**config.mk**
```make
export PLATFORM = sky130hd
export DESIGN_NAME = subservient_boot_loader_flat
export DESIGN_NICKNAME = d
export VERILOG_FILES = /design/src/rtl/subservient_boot_loader_if.sv /design/src/rtl/subservient_boot_loader.sv /design/src/flat_wrapper.sv
export SDC_FILE = /design/constraint.sdc
export NUM_CORES = 1
export LEC_CHECK = 0
export CORE_MARGIN = 8
export CORE_UTILIZATION = 45
export DETAILED_ROUTE_END_ITERATION = 8
export GPL_ROUTABILITY_DRIVEN = 1
export HOLD_SLACK_MARGIN = 0.03
export PLACE_DENSITY = 0.74
export SYNTH_ARGS = -nofsm -noshare
export SYNTH_HDL_FRONTEND = slang
export SYNTH_SLANG_ARGS = --single-unit
```
**constraint.sdc**
```tcl
create_clock -name wb_clk_i -period 4.55 [get_ports wb_clk_i]
set_clock_uncertainty 0.05 [all_clocks]
set_input_delay 0.6825 -clock wb_clk_i [delete_from_list [all_inputs] [get_ports wb_clk_i]]
set_output_delay 0.6825 -clock wb_clk_i [all_outputs]
set_load 0.1 [all_outputs]
```
**src/rtl/subservient_boot_loader_if.sv**
```systemverilog
// Byte-stream and Wishbone write-port bundle for the subservient boot loader.
// The loader uses the master modport; the stream source and core debug port use slave.
interface subservient_boot_loader_if;
    logic        i_byte_valid;
    logic [7:0]  i_byte;
    logic        o_byte_ready;
    logic [31:0] o_wb_adr;
    logic [31:0] o_wb_dat;
    logic [3:0]  o_wb_sel;
    logic        o_wb_we;
    logic        o_wb_stb;
    logic        o_wb_cyc;
    logic        i_wb_ack;

    modport master (
        input  i_byte_valid, i_byte, i_wb_ack,
        output o_byte_ready, o_wb_adr, o_wb_dat, o_wb_sel, o_wb_we, o_wb_stb, o_wb_cyc
    );

    modport slave (
        output i_byte_valid, i_byte, i_wb_ack,
        input  o_byte_ready, o_wb_adr, o_wb_dat, o_wb_sel, o_wb_we, o_wb_stb, o_wb_cyc
    );
endinterface

```
**src/rtl/subservient_boot_loader.sv**
```systemverilog
// Boot loader: takes a length-prefixed byte stream, packs it into little-endian words
// and writes them to core memory from address 0, holding the core in debug until done.
module subservient_boot_loader #(
    parameter int MEMSIZE = 512,
    parameter int AW      = $clog2(MEMSIZE)
) (
    input  logic                       wb_clk_i,
    input  logic                       wb_rst_ni,
    input  logic                       i_start,
    subservient_boot_loader_if.master  bus,
    output logic                       o_debug_mode,
    output logic                       o_busy,
    output logic                       o_done,
    output logic                       o_err
);

    typedef enum logic [2:0] {
        S_IDLE, S_LEN0, S_LEN1, S_FILL, S_WRITE, S_DONE, S_ERR
    } state_e;

    // One extra bit so the remaining counter can hold MEMSIZE itself.
    localparam int          CW      = AW + 1;
    localparam logic [15:0] MAX_LEN = 16'(MEMSIZE);

    state_e        state_q, state_d;
    logic [7:0]    len_lo_q, len_lo_d;
    logic [CW-1:0] rem_q, rem_d;
    logic [AW-1:0] adr_q, adr_d;
    logic [1:0]    lane_q, lane_d;
    logic [31:0]   buf_q, buf_d;
    logic [3:0]    sel_q, sel_d;
    logic [15:0]   len;
    logic          byte_hs;

    assign byte_hs = bus.i_byte_valid && bus.o_byte_ready;
    assign len     = {bus.i_byte, len_lo_q};

    always_comb begin
        // NOTE: every signal gets a default first so no path through the case infers a latch.
        state_d  = state_q;
        len_lo_d = len_lo_q;
        rem_d    = rem_q;
        adr_d    = adr_q;
        lane_d   = lane_q;
        buf_d    = buf_q;
        sel_d    = sel_q;
        unique case (state_q)
            S_IDLE, S_DONE, S_ERR: begin
                if (i_start) state_d = S_LEN0;
            end
            S_LEN0: begin
                if (byte_hs) begin
                    len_lo_d = bus.i_byte;
                    state_d  = S_LEN1;
                end
            end
            S_LEN1: begin
                if (byte_hs) begin
                    if (len == 16'd0 || len > MAX_LEN) begin
                        state_d = S_ERR;
                    end else begin
                        rem_d   = len[CW-1:0];
                        adr_d   = '0;
                        lane_d  = '0;
                        sel_d   = '0;
                        buf_d   = '0;
                        state_d = S_FILL;
                    end
                end
            end
            S_FILL: begin
                if (byte_hs) begin
                    buf_d[8*lane_q +: 8] = bus.i_byte;
                    sel_d[lane_q]        = 1'b1;
                    lane_d               = lane_q + 2'd1;
                    rem_d                = rem_q - CW'(1);
                    if (lane_q == 2'd3 || rem_q == CW'(1)) state_d = S_WRITE;
                end
            end
            S_WRITE: begin
                // Buffer is cleared after each write so a short final word carries zeros.
                if (bus.i_wb_ack) begin
                    adr_d   = adr_q + AW'(4);
                    lane_d  = '0;
                    sel_d   = '0;
                    buf_d   = '0;
                    state_d = (rem_q == '0) ? S_DONE : S_FILL;
                end
            end
            default: state_d = S_IDLE;
        endcase
    end

    always_ff @(posedge wb_clk_i or negedge wb_rst_ni) begin
        // NOTE: sequential state uses non-blocking assignments only.
        if (!wb_rst_ni) begin
            state_q  <= S_IDLE;
            len_lo_q <= '0;
            rem_q    <= '0;
            adr_q    <= '0;
            lane_q   <= '0;
            buf_q    <= '0;
            sel_q    <= '0;
        end else begin
            state_q  <= state_d;
            len_lo_q <= len_lo_d;
            rem_q    <= rem_d;
            adr_q    <= adr_d;
            lane_q   <= lane_d;
            buf_q    <= buf_d;
            sel_q    <= sel_d;
        end
    end

    // Outputs decode the registered state, so reset drops the strobe asynchronously.
    assign bus.o_byte_ready = state_q inside {S_LEN0, S_LEN1, S_FILL};
    assign bus.o_wb_stb     = (state_q == S_WRITE);
    assign bus.o_wb_cyc     = (state_q == S_WRITE);
    assign bus.o_wb_we      = (state_q == S_WRITE);
    assign bus.o_wb_adr     = {{(32-AW){1'b0}}, adr_q};
    assign bus.o_wb_dat     = buf_q;
    assign bus.o_wb_sel     = sel_q;
    assign o_debug_mode     = (state_q != S_DONE);
    assign o_busy           = !(state_q inside {S_IDLE, S_DONE, S_ERR});
    assign o_done           = (state_q == S_DONE);
    assign o_err            = (state_q == S_ERR);

endmodule

```
**src/flat_wrapper.sv**
```systemverilog
// flat-port wrapper written by rule: the top's interface ports become plain ports
module subservient_boot_loader_flat 
#(
    parameter int MEMSIZE = 512,
    parameter int AW      = $clog2(MEMSIZE)
)
  (wb_clk_i, wb_rst_ni, i_start, o_debug_mode, o_busy, o_done, o_err, bus_i_byte_valid, bus_i_byte, bus_i_wb_ack, bus_o_byte_ready, bus_o_wb_adr, bus_o_wb_dat, bus_o_wb_sel, bus_o_wb_we, bus_o_wb_stb, bus_o_wb_cyc);
  subservient_boot_loader_if bus_i ();
  input  logic wb_clk_i;
  input  logic wb_rst_ni;
  input  logic i_start;
  output logic o_debug_mode;
  output logic o_busy;
  output logic o_done;
  output logic o_err;
  input wire logic [$bits(bus_i.i_byte_valid)-1:0] bus_i_byte_valid;
  input wire logic [$bits(bus_i.i_byte)-1:0] bus_i_byte;
  input wire logic [$bits(bus_i.i_wb_ack)-1:0] bus_i_wb_ack;
  output wire logic [$bits(bus_i.o_byte_ready)-1:0] bus_o_byte_ready;
  output wire logic [$bits(bus_i.o_wb_adr)-1:0] bus_o_wb_adr;
  output wire logic [$bits(bus_i.o_wb_dat)-1:0] bus_o_wb_dat;
  output wire logic [$bits(bus_i.o_wb_sel)-1:0] bus_o_wb_sel;
  output wire logic [$bits(bus_i.o_wb_we)-1:0] bus_o_wb_we;
  output wire logic [$bits(bus_i.o_wb_stb)-1:0] bus_o_wb_stb;
  output wire logic [$bits(bus_i.o_wb_cyc)-1:0] bus_o_wb_cyc;
  assign bus_i.i_byte_valid = bus_i_byte_valid;
  assign bus_i.i_byte = bus_i_byte;
  assign bus_i.i_wb_ack = bus_i_wb_ack;
  assign bus_o_byte_ready = bus_i.o_byte_ready;
  assign bus_o_wb_adr = bus_i.o_wb_adr;
  assign bus_o_wb_dat = bus_i.o_wb_dat;
  assign bus_o_wb_sel = bus_i.o_wb_sel;
  assign bus_o_wb_we = bus_i.o_wb_we;
  assign bus_o_wb_stb = bus_i.o_wb_stb;
  assign bus_o_wb_cyc = bus_i.o_wb_cyc;
  subservient_boot_loader #(.MEMSIZE(MEMSIZE), .AW(AW)) u_core (.wb_clk_i(wb_clk_i), .wb_rst_ni(wb_rst_ni), .i_start(i_start), .bus(bus_i), .o_debug_mode(o_debug_mode), .o_busy(o_busy), .o_done(o_done), .o_err(o_err));
endmodule
```
; ---- Word-level counts from Yosys, hierarchy flattened
; Cells that the tools add are included.
[classes]
shifts = 2
n_lt_le_gt_ge = 3
n_eq_ne = 16
n_mux = 35
addsub = 4
reduce_logical = 19
n_bitwise = 1
[op_table]
columns = op, n
row1 = 32-bit two-way mux, 4
row2 = 32-bit one-hot mux with 3 select lines, 1
row3 = 5-bit negation with 34-bit output, 1
row4 = 8-bit by 34-bit variable shift with 32-bit output (first input constant), 1
row5 = 8-bit by 34-bit indexed part select with 32-bit output, 1
row6 = 32-bit bitwise mux, 1
row7 = 10-bit two-way mux, 3
row8 = 9-bit two-way mux, 3
row9 = 3-bit two-way mux, 8
row10 = 10-bit one-hot mux with 2 select lines, 1
row11 = 9-bit one-hot mux with 2 select lines, 1
row12 = 16-bit by 10-bit > comparator with 1-bit output (second input constant), 1
row13 = 16-bit logical NOT, 1
row14 = 4-bit two-way mux, 4
row15 = 3-bit one-hot mux with 5 select lines, 1
row16 = 4-bit one-hot mux with 3 select lines, 1
row17 = 10-bit by 1-bit == test with 1-bit output (second input constant), 1
row18 = 10-bit logical NOT, 1
row19 = 10-bit by 1-bit subtractor with 10-bit output (second input constant), 1
row20 = 9-bit by 3-bit adder with 9-bit output (second input constant), 1
row21 = 3-bit == test (second input constant), 3
row22 = 3-bit nonzero test, 3
row23 = 2-bit two-way mux, 4
row24 = 2-bit by 1-bit != test with 1-bit output (second input constant), 4
row25 = 22 further kinds, 29
[totals]
input_bits = 13
register_bits = 68

; ---- Longest topological paths before layout
[depth]
depth_word = 7
ltp_mapped = 8

; ---- Least setup slack after synthesis
; No wires, ideal clock.
[synth_timing]
path_kind = register to output
from = register u_core.state_q[1]
to = output port o_busy
arrival_time_ns = 2.785
setup_slack_ns = 1.033
path_buffers = 1
stages_incl_launch_ff = 5
required_time_ns = 3.818
path_cell_list = dfrtp_1 -> clkbuf_1 -> nor2b_1 -> and2_1 -> nor2_1
[synth_between]
elab_chain_cells = 3
elab_cells_between_ends = 5
[synth_lines]
columns = element, line
row1 = "start, declared", subservient_boot_loader.sv:25  ; state_e state_q, state_d;
row2 = "start signal, assigned", subservient_boot_loader.sv:105  ; state_q <= state_d;
row3 = 3-bit == test, -
row4 = net o_done, flat_wrapper.sv:14  ; output logic o_done;
row5 = 3-bit nonzero test, subservient_boot_loader.sv:124  ; assign o_busy = !(state_q inside {S_IDLE, S_DONE, S_ERR});
row6 = 1-bit logical NOT, subservient_boot_loader.sv:124
row7 = "end, declared", flat_wrapper.sv:13  ; output logic o_busy;
; The timed path passes the listed nets, and every way through them passes these cells.

; ---- Worst setup path after layout
[layout_timing]
from = register u_core.state_q[2]
to = output port o_done
[layout_between]
elab_chain_cells = 1
[layout_lines]
columns = element, line
row1 = 3-bit == test, subservient_boot_loader.sv:125  ; assign o_done = (state_q == S_DONE);
row2 = "end, declared", flat_wrapper.sv:14
; No other way between the ends.

==> flow_summary.yaml <==
sta:
  worst_pin_slew_ns: 1.17
  setup_violations: 0
  holdWs_ns: 0.327
  tns_ns: 0
  timing.fmax_mhz: 289
  timing.final.crit_share_pct: 76.2
  rsz0062_at_grt: "false"
  slew_viol_final: 0
  slew_headroom_pct: 22.0
  fin_crit_ns: 3.47
  hold_viol: 0
grt:
  grt_usage_pct: 16.1
  grt_max_degree: 35
  grt_overflow: 0
  grt_pass1_wl_um: 14400
  antenna_found_initial: 0
  grt_pass1_vias: 2777
detailed_routing:
  vias: 2759
  vias_per_cell: 5.56
  wl_per_cell_um: 17.3
  first_pass_iters: 4
  drt_iter0_markers: 188
  drc_errors: 0
  wl_um: 8580
  ant_nets: 0
clocking:
  cts_num_sinks: 66
  cts_resized: 0
  cts.root.buffer_cell: "clkbuf_8"
  cts_tree: "done"
  clock_latency_ns: 0.34
  cts_made_buffers: 9
  clockBufferDepth: 2
  path_clk_slew_ns: 0.08
  h-tree-depth: 3
  post-cts-setup-buffer-count: 0
  hold_buffers: 0
cells_and_area:
  drive_gt1_share_pct: 12.2
  nets: 410
  final_cell_mix: "66 x dfrtp_1, 62 x clkdlybuf4s50_1, 28 x a22o_1, 25 x conb_1, 19 x nor2_1"
  syn2layout_area_growth_pct: 22.6
  num_antenna_cells: 0
  nFillCells: 665
  layout_commonest_cell: "dfrtp_1"
yosys:
  synth_flop_cell: "dfrtp_1"
  ys_ff_latch: 66
  syn-instance-count: 330
  ys_seq_area_share_pct: 46.8
  async_reset_ff_share_pct: 100
  ys_types: 57
  synth-edff-count: 0
  ys_warn_count: 0
  avgSynthCellArea_um2: 10.7
  netlist_area_um2: 3530
setup_path:
  reg2reg_slack_ns: 2.04
  critPathArrivalTime_ns: 2.73
  crit_required_ns: 3.82
  cp-start-kind: "flop"
  critical_path_class: "flop to primary output"
  critPathMaxFanout: 15
  end_kind: "primary output"
placement:
  hpwl_um: 6260
  place_congestion: 0.878
  io_buffers: 63
floorplan:
  die_y_um: 105
  fp.dieW_um: 105
  core_region_area_um2: 7650
  placementRows: 32
  io_pins: 89
  die-area_um2: 10900
  start_util_pct: 46.1
power_and_ir_drop:
  power.density_nw_per_um2: 757
  leakagePower_nw: 1.87
  ir_worst_vdd_mv: 0.243
run_status:
  outcome: "completed"
run:
  cap_violations: 0
hold_path:
  min_path_type: "primary input to async pin"
-- layer usage --
layer	vias up	wire [µm]	global-route usage, %
met2	94	4210	26.0
met5	-	0	0
li1	1287	-	-
met1	1369	3660	19.3
met3	9	601	5.39
met4	0	101	6.41
-- path summary, 6_finish.rpt --
kind | depth (start not counted) | endpoint | startpoint
worst max register to register | 3 | u_core.bus.o_wb_dat[13] | u_core.state_q[1]
worst max-delay path | 3 | o_done | u_core.state_q[2]
min in group wb_clk_i | 1 | u_core.bus.o_wb_dat[24] | u_core.bus.o_wb_dat[24]
worst min-delay path | 1 | u_core.bus.o_wb_dat[19] | wb_rst_ni
worst min register to register | 1 | u_core.bus.o_wb_dat[24] | u_core.bus.o_wb_dat[24]
max in group asynchronous | 2 | u_core.rem_q[0] | wb_rst_ni
-- registers in the layout (all words and copies together) (netlist names) --
register	count
u_core.bus.o_wb_dat	32
u_core.adr_q	7
u_core.bus.o_wb_sel	4
u_core.rem_q	10
u_core.state_q	3
u_core.len_lo_q	8
u_core.lane_q	2
-- Yosys cell counts (3+ instances only) --
| cell type | count | area (µm²) |
|---|---|---|
| nor2b_1 | 3 | 18.8 |
| or4_4 | 3 | 33.8 |
| a41oi_2 | 3 | 48.8 |
| a22o_1 | 28 | 245 |
| nand3_1 | 10 | 50.1 |
| nor3_1 | 7 | 35.0 |
| o21ai_1 | 5 | 25.0 |
| o211ai_4 | 4 | 85.1 |
| a22o_2 | 4 | 40.0 |
| o2bb2ai_1 | 3 | 26.3 |
| buf_1 | 3 | 11.3 |
| and3_1 | 5 | 31.3 |
| a21oi_1 | 17 | 85.1 |
| a31oi_1 | 12 | 75.1 |
| mux2i_1 | 3 | 30.0 |
| dfrtp_1 | 66 | 1650 |
| buf_4 | 27 | 203 |
| ha_1 | 8 | 100 |
| o21ai_0 | 8 | 40.0 |
| inv_1 | 13 | 48.8 |
| o211ai_1 | 4 | 30.0 |
| nand2b_1 | 6 | 37.5 |
| buf_2 | 4 | 20.0 |
| clkbuf_1 | 4 | 15.0 |
| nor2_1 | 19 | 71.3 |
| nand2_1 | 16 | 60.1 |
| mux2_2 | 8 | 90.1 |
-- layout make-up --
cell class,instances,area [µm²],area share (%)
clock buffer,10,128,2.95
clock inverter,6,90.1,2.08
inverter,14,52.6,1.22
multi-input combinational,234,1640,37.9
sequential,66,1650,38.2
tap,102,128,2.95
timing repair buffer,64,633,14.6
-- report_power, final --
group	leakage [nW]	internal, mW	switching (mW)
Sequential	0.870	0.754	0.198
Combinational	0.892	0.469	1.31
Clock	0.107	0.310	0.230
-- kinds of logic after synthesis --
| group | Yosys count | synth area share [%] |
|---|---|---|
| DFF | 66 | 46.8 |
| adders and majority gates | 8 | 2.84 |
| buffers and inverters | 54 | 9.19 |
| muxes | 11 | 3.41 |
| and+or+nand+nor | 90 | 14.7 |
| AOI/OAI and AO/OA | 100 | 22.9 |
| other | 1 | 0.106 |
-- metrics by stage --
| stage | instance area (µm²) | setup WS, ns | cells | total power, mW | util (%) |
|---|---|---|---|---|---|
| 4_1_cts | 4320 | 1.11 | 496 | 3.28 | 56.5 |
| 6_report | 4320 | 1.08 | 496 | 3.27 | 56.5 |
| 5_1_grt | 4320 | 1.01 | 496 | 3.43 | 56.5 |
| 2_1_floorplan | 3620 | 1.03 | 354 | 2.37 | - |
| 3_5_place_dp | 4110 | 1.48 | 480 | 2.73 | 53.7 |
| 3_3_place_gp | 4110 | 1.53 | 480 | 2.71 | 53.7 |
-- worst max-delay path, cell delays in order, from the launching register on --
cell and delay [ns]:
dfrtp_1 0.60, nor2b_1 0.42, and2_1 0.23, clkdlybuf4s50_1 1.15
(Power assumes the default switching activity.)
